`config.mk`:
```
export PLATFORM = sky130hd
export DESIGN_NAME = control_unit
export DESIGN_NICKNAME = d
export VERILOG_FILES = /design/src/rtl/control_unit.sv
export SDC_FILE = /design/constraint.sdc
export NUM_CORES = 1
export LEC_CHECK = 0
export CORE_UTILIZATION = 41
export DETAILED_ROUTE_END_ITERATION = 16
export HOLD_SLACK_MARGIN = 0.15
export PLACE_DENSITY = 0.82
export SYNTH_ARGS = -nofsm -noshare
export SYNTH_HDL_FRONTEND = slang
export SYNTH_SLANG_ARGS = --single-unit
export TNS_END_PERCENT = 5
```
`constraint.sdc`:
```
create_clock -name clk -period 3 [get_ports clk]
set_input_delay 0.6 -clock clk [delete_from_list [all_inputs] [get_ports clk]]
set_output_delay 0.6 -clock clk [all_outputs]
set_load 0.02 [all_outputs]
```
`src/rtl/control_unit.sv`:
```
// control_unit: microcoded step sequencer producing the per-cycle control word
module control_unit (
  input  logic       clk,
  input  logic       rst,
  input  logic [3:0] opcode,
  input  logic       carry,
  input  logic       zero,
  output logic       hlt,
  output logic       mi,
  output logic       ri,
  output logic       ro,
  output logic       io,
  output logic       ii,
  output logic       ai,
  output logic       ao,
  output logic       eo,
  output logic       su,
  output logic       fi,
  output logic       bi,
  output logic       oi,
  output logic       ce,
  output logic       co,
  output logic       j,
  output logic [2:0] step
);
  localparam logic [15:0] HLT = 16'h8000, MI = 16'h4000, RI = 16'h2000, RO = 16'h1000;
  localparam logic [15:0] IO = 16'h0800, II = 16'h0400, AI = 16'h0200, AO = 16'h0100;
  localparam logic [15:0] EO = 16'h0080, SU = 16'h0040, FI = 16'h0020, BI = 16'h0010;
  localparam logic [15:0] OI = 16'h0008, CE = 16'h0004, CO = 16'h0002, J  = 16'h0001;
  logic [15:0] cw, word;
  logic        last, halted;
  always_comb begin
    word = '0;
    last = 1'b1;
    case (step)
      3'd0: begin word = CO | MI; last = 1'b0; end
      3'd1: begin word = RO | II | CE; last = 1'b0; end
      3'd2: begin
        last = !(opcode inside {4'h1, 4'h2, 4'h3, 4'h4});
        case (opcode)
          4'h1, 4'h2, 4'h3, 4'h4: word = IO | MI;
          4'h5: word = IO | AI;
          4'h6: word = IO | J;
          4'h7: word = carry ? IO | J : '0;
          4'h8: word = zero ? IO | J : '0;
          4'he: word = AO | OI;
          4'hf: word = HLT;
          default: word = '0;
        endcase
      end
      3'd3: begin
        last = !(opcode inside {4'h2, 4'h3});
        word = opcode == 4'h1 ? RO | AI :
               opcode == 4'h4 ? AO | RI :
               opcode inside {4'h2, 4'h3} ? RO | BI : '0;
      end
      3'd4: word = opcode inside {4'h2, 4'h3} ? (EO | AI | FI | (opcode[0] ? SU : '0)) : '0;
      default: word = '0;
    endcase
    cw = rst ? '0 : halted ? HLT : word;
  end
  assign {hlt, mi, ri, ro, io, ii, ai, ao, eo, su, fi, bi, oi, ce, co, j} = cw;
  // HLT parks the sequencer at T2 so the debug step stays visible while halted
  always_ff @(posedge clk) begin
    if (rst) begin
      step   <= 3'd0;
      halted <= 1'b0;
    end else if (!halted) begin
      if (step == 3'd2 && opcode == 4'hf) halted <= 1'b1;
      else step <= last ? 3'd0 : step + 3'd1;
    end
  end
endmodule
```
## Word-level counts from Yosys, hierarchy flattened

Cells that the tools add are included.

- Bitwise logic cells: 2
- Equality and inequality tests: 14
- Multiplexer cells: 15
- Add/sub/neg operators: 1
- Reductions and logical operators: 9

Operators by type and width:

| cell | count |
|---|---|
| $pmux 16 s7 | 1 |
| $pmux 16 s5 | 1 |
| $mux 16 | 2 |
| $mux 14 | 2 |
| $mux 12 | 2 |
| $eq 4x3->1 const B | 4 |
| $mux 13 | 1 |
| $eq 4x4->1 const B | 3 |
| $mux 10 | 1 |
| $eq 4x2->1 const B | 2 |
| $mux 7 | 1 |
| $eq 3x2->1 const B | 2 |
| $eq 4x1->1 const B | 1 |
| $reduce_bool 4->1 | 1 |
| $reduce_or 4->1 | 1 |
| $add 3x1->3 const B | 1 |
| $eq 3x1->1 const B | 1 |
| $eq 3x3->1 const B | 1 |
| $logic_not 3->1 | 1 |
| $mux 3 | 1 |
| $pmux 1 s3 | 1 |
| $logic_not 1->1 | 2 |
| $mux 1 | 2 |
| $not 1->1 | 2 |
| other kinds (4) | 4 |

- Input bits: 8
- Output and inout port bits: 19
- Flip-flop bits (word level): 4
- Logic and storage cells: 43

## Longest topological paths before layout

- Depth after elaboration: 8
- Depth in mapped cells: 6
- Mapped depth without buffers: 6

## Worst setup path before layout

Ideal clock, no wire load.

- Path type: input -> output
- From: input port opcode[0]
- To: output port mi
- Setup slack: 0.706 ns
- Buffers on the path: 1
- Stages: 5
- Arrival time: 1.694 ns
- Data required time: 2.400 ns
- Cells stage by stage: buf_4 -> o21a_1 -> nor4b_1 -> nor2_1 -> nor3_1

- Longest elaborated chain between the ends: 6
- Elaborated cells on any way between the ends: 15
- Classes of those cells: eq/ne: 10; mux: 4; reduce/logical: 1

Ends and longest elaborated chain:

| element | RTL line | text |
|---|---|---|
| from (decl) | 5 | `input logic [3:0] opcode,` |
| $eq 4x2->1 (tied with other cells) | 40 | `case (opcode)` |
| $reduce_or 4->1 | 40 |  |
| $pmux 16 s7 * | 40 |  |
| $pmux 16 s5 * | 35 | `case (step)` |
| $mux 16 * (2 in series) | 60 | `cw = rst ? '0 : halted ? HLT : word;` |
| to (decl) | 9 | `output logic mi,` |

Mark *: on every way between the ends. The rest lies on a longest branch, timed or not.

## Worst setup path in the final report

- From: input port opcode[0]
- To: output port ro

- Longest elaborated chain between the ends: 8
- Elaborated cells on any way between the ends: 11
- Classes of those cells: eq/ne: 4; mux: 6; reduce/logical: 1

Ends and longest elaborated chain:

| element | RTL line | text |
|---|---|---|
| $eq 4x2->1 | 55 | `opcode inside {4'h2, 4'h3} ? RO \| BI : '0;` |
| $reduce_bool 2->1 | 55 |  |
| $mux 13 | 55 |  |
| $mux 14 | 54 | `opcode == 4'h4 ? AO \| RI :` |
| $mux 14 * | 53 | `word = opcode == 4'h1 ? RO \| AI :` |
| $pmux 16 s5 * | 35 |  |
| $mux 16 * (2 in series) | 60 |  |
| to (decl) | 11 | `output logic ro,` |

Marked as above.

==> results.md <==
- The number of hold violations in the final report is 0.
- In the global route stage, overall resource usage came out at 23.91%.
- Counting flops with an async set or reset pin after synthesis yields a share of 0%.
- The largest vdd supply drop is just under 500 uV.
- The total global routing overflow is 0.
- The final max-slew violation count is 0.
- The cell at the root of the clock tree is sky130_fd_sc_hd__clkbuf_4.
- The worst setup path is launched from an input port.
- The end of the worst hold path is step[0]$_SDFFE_PP0P_.
- At the worst endpoint, the arrival time is 2.28 ns.
- In this run the remaining antenna-violating nets after routing total 0.
- The most numerous cell on the critical path is sky130_fd_sc_hd__clkdlybuf4s50_1.
- The detailed-routing iteration count for the pre-antenna-repair pass is 4.
- The sequential element share of the synthesized area is 14.81%.
- The worst path uses 96.01% of the clock period.
- At the end of routability-driven placement, the weighted congestion stood at about 0.73.
- The mapped netlist covers 540.5 um2.
- The number of flops mapped to enable cells by yosys is 0.
- For this block, the routed nets add up to about 1.5 mm of wire.
- Max-cap violations in this run came to 0.
- From bottom edge to top edge, the die measures 38.31 um.
- In the routed layout, each cell is associated on average with a via count of 5.358.
- The antenna cell count is 0.
- In this run the critical register-to-register path is captured at step[1]$_SDFFE_PP0P_.
- The area of the die is 0.001468 mm2.
- Before CTS, the worst setup slack after placement is -0.1264 ns.
- TritonCTS built the clock tree.
- The synthesis-to-layout area growth is 65.51%.
- For this run, design rule violations remaining after detail routing come to 0.
- The number of CTS-inserted buffers is 3.
- The worst register-to-register path has a depth of 7.
- The min-delay analysis places its worst path in the category reg2reg.
- Setup violations remaining at the end of the flow were counted as 0.
- The worst hold path depth is 1.
- Once the floorplan was initialized, standard cells occupied 46.15% of the core.
- The clock period minus final worst setup slack is 2.880 ns.
- The net count after synthesis is 87.
- Dividing the detail-routed wire length by the instance count gives 12.46 um.
- The overall via count from detail_route is ~660.
- The biggest area contributor in the post-synthesis netlist is sky130_fd_sc_hd__dfxtp_1.
- Cells fill 76.39% of the core in the end.
- The HPWL after detailed placement is around 1.2 mm.
- The number of top-level pins is 27.
- The areal power density over the cells is 543.3 mW/mm2.
- The maximum buffer depth of the clock tree is 2.
- After clock tree synthesis, the clock-pin slew on the worst setup and hold paths is roughly 0.040 ns.
- The startpoint identified for the worst register-to-register timing path is step[0]$_SDFFE_PP0P_.
- The cell count after synthesis is 74.
- The main flop type after synthesis is sky130_fd_sc_hd__dfxtp_1.
- The worst setup path is captured at an output pin.
- The number of violations reported at the end of detailed-routing iteration 0 is 5.
- The core area is 0.001171 mm2.
- The first global-routing pass estimated 2.401 mm of wire.
- The top achievable clock speed is 347.2 MHz.
- The number of global-route vias before repair is 582.
- The final hold slack is 0.5336 ns.
- The initial antenna violation count came to 0.
- The maximum single-stage delay on the critical path is ~0.64 ns.
- The number of buffers and inverters on the critical path is 3.
- The design draws 0.0004861 W.
- In this design, the largest share of critical-path delay is due to buffers and inverters.
- The standby leakage power is 0.4774 nW.
- The synthesized flop and latch total is 4.
- The worst slew margin relative to its limit is 76.32%.
- Setup repair after global routing left no endpoint under its margin.
- The maximum fanout along the worst path is 6.
- A synthesized cell averages 7.304 um2.
- The Yosys step of the flow raised 0 warnings.
- For this design, the sink count on the clock tree is 4.
- In this run the number of H-tree levels came out at 1.
- The number of buffers added on ports is 26.
- Walking the worst path, the cells encountered are clkdlybuf4s50_1 -> buf_4 -> nor2_1 -> o31ai_1 -> clkdlybuf4s50_1.
- The cell type of the slowest stage on the worst timing path is sky130_fd_sc_hd__clkdlybuf4s50_1.
- The instance area after placement is 859.6 um2.
- Clock latency on the worst-skew pair, taken at its later pin, is 0.23 ns.
- The number of standard-cell rows in the floorplan is 12.
- The share of final-layout standard cells stronger than drive strength 1 is between 10% and 20%.
- The worst hold path startpoint is step[0]$_SDFFE_PP0P_.
- The post-route cell area is a little under 900 um2.
- The number of distinct library cells after synthesis is 29.
- At the pin with the least slew margin, the transition time is 0.3547 ns.
- Entering global routing, the biggest net connects 9 pins.
- The horizontal extent of the die is 38.31 um.
- Setup slack on the critical path of the routed design comes to 0.1198 ns.
- The data required time of the worst path is approximately 2.4 ns.
- The setup path with the least slack is of type in2out.
- The share of the synthesized area in the top cell type is 14.81%.
- Sorting the synthesized cells by area gives the leading types as sky130_fd_sc_hd__dfxtp_1 15%, sky130_fd_sc_hd__ha_1 12%, sky130_fd_sc_hd__buf_4 6.9%.
- The final-stage net count is 124.
- Across all register-to-register paths, the minimum setup slack is 1.36 ns.
- Across the routed clock network, the largest skew measured is 0.001365 ns.
- The run finished with clean final reports.
[cells by family after synthesis]
kind of cell    Yosys count  synth area share [%]
buf+inv                  13                 13.89
compound gates           16                 22.22
mux                       1                 1.852
simple gates             35                 35.65
fa+ha+maj                 5                 11.57
flops                     4                 14.82
[sequential cells by signal (all words and copies together), names as in the netlist]
| signal | flops |
|---|---|
| halted | 1 |
| step | 3 |
[metal layers]
layer,track usage [%],routed length (um)
met1,28.17,693
met2,40.68,772
met3,3.488,66
met4,13.39,0
met5,0,0
[timing repair]
| item | CTS | global route |
|---|---|---|
| endpoints found under the hold margin | 0 | 0 |
| buffers inserted | 0 | 0 |
| hold buffers | 0 | 0 |
| resized for setup | 6 | 7 |
| setup endpoints to repair | 9 | 8 |
[how the worst max path moves through the flow]
| stage | start | endpoint | slack (ns) | cells past startpoint |
|---|---|---|---|---|
| after floorplan | opcode[0] | mi | 0.71 | 5 |
| after global placement | opcode[0] | j | -0.11 | 7 |
| after detailed placement | opcode[0] | j | -0.13 | 7 |
| after CTS | rst | su | 0.01 | 6 |
| after global routing | rst | ro | 0.02 | 6 |
| final | opcode[0] | ro | 0.12 | 5 |
[cells in the final DEF, fill, tap and decap left out, types with 2 or more instances in the layout]
cell and instances:
sky130_fd_sc_hd__a211oi_1 2, sky130_fd_sc_hd__a31oi_1 2, sky130_fd_sc_hd__and2_1 3, sky130_fd_sc_hd__and3_1 4, sky130_fd_sc_hd__buf_4 12, sky130_fd_sc_hd__clkbuf_4 3
sky130_fd_sc_hd__clkdlybuf4s50_1 15, sky130_fd_sc_hd__dfxtp_1 4, sky130_fd_sc_hd__dlygate4sd2_1 6, sky130_fd_sc_hd__dlymetal6s2s_1 5, sky130_fd_sc_hd__ha_1 5, sky130_fd_sc_hd__inv_1 7
sky130_fd_sc_hd__nand2_1 4, sky130_fd_sc_hd__nand3_1 2, sky130_fd_sc_hd__nand3b_1 2, sky130_fd_sc_hd__nor2_1 8, sky130_fd_sc_hd__nor3_1 4, sky130_fd_sc_hd__o21bai_1 2
sky130_fd_sc_hd__o2bb2ai_1 2, sky130_fd_sc_hd__o31ai_1 3
[cells in the mapped netlist, types with 2 or more instances]
| cell type | count |
|---|---|
| sky130_fd_sc_hd__a211oi_1 | 2 |
| sky130_fd_sc_hd__a31oi_1 | 2 |
| sky130_fd_sc_hd__and2_1 | 3 |
| sky130_fd_sc_hd__and3_1 | 4 |
| sky130_fd_sc_hd__buf_4 | 5 |
| sky130_fd_sc_hd__dfxtp_1 | 4 |
| sky130_fd_sc_hd__ha_1 | 5 |
| sky130_fd_sc_hd__inv_1 | 7 |
| sky130_fd_sc_hd__nand2_1 | 4 |
| sky130_fd_sc_hd__nand3_1 | 2 |
| sky130_fd_sc_hd__nand3b_1 | 2 |
| sky130_fd_sc_hd__nor2_1 | 9 |
| sky130_fd_sc_hd__nor3_1 | 5 |
| sky130_fd_sc_hd__o21bai_1 | 2 |
| sky130_fd_sc_hd__o2bb2ai_1 | 2 |
| sky130_fd_sc_hd__o31ai_1 | 3 |
[layout make-up]
cell class / instances / area (um2)
clock buffers: 3 / 22.52
fillers: 101 / 276.5
inverters: 7 / 26.28
multi-input cells: 57 / 392.9
flip-flops and latches: 4 / 80.08
well taps: 14 / 17.52
repair buffers: 38 / 355.3
[through the flow]
stage	TNS [ns]	instances
finish	0	123
global route	0	123
CTS	0	123
detailed placement	-0.4565	120
global placement	-0.3547	120
floorplan	0	74
[power by group]
part	internal, W	leakage (nW)	switching, W	total, W
Combinational	0.000151	0.431	0.000173	0.000324
Sequential	0.0000700	0.0328	0.0000265	0.0000964
Clock	0.0000447	0.0138	0.0000213	0.0000660
No activity file was read; power rests on OpenSTA's default activity.
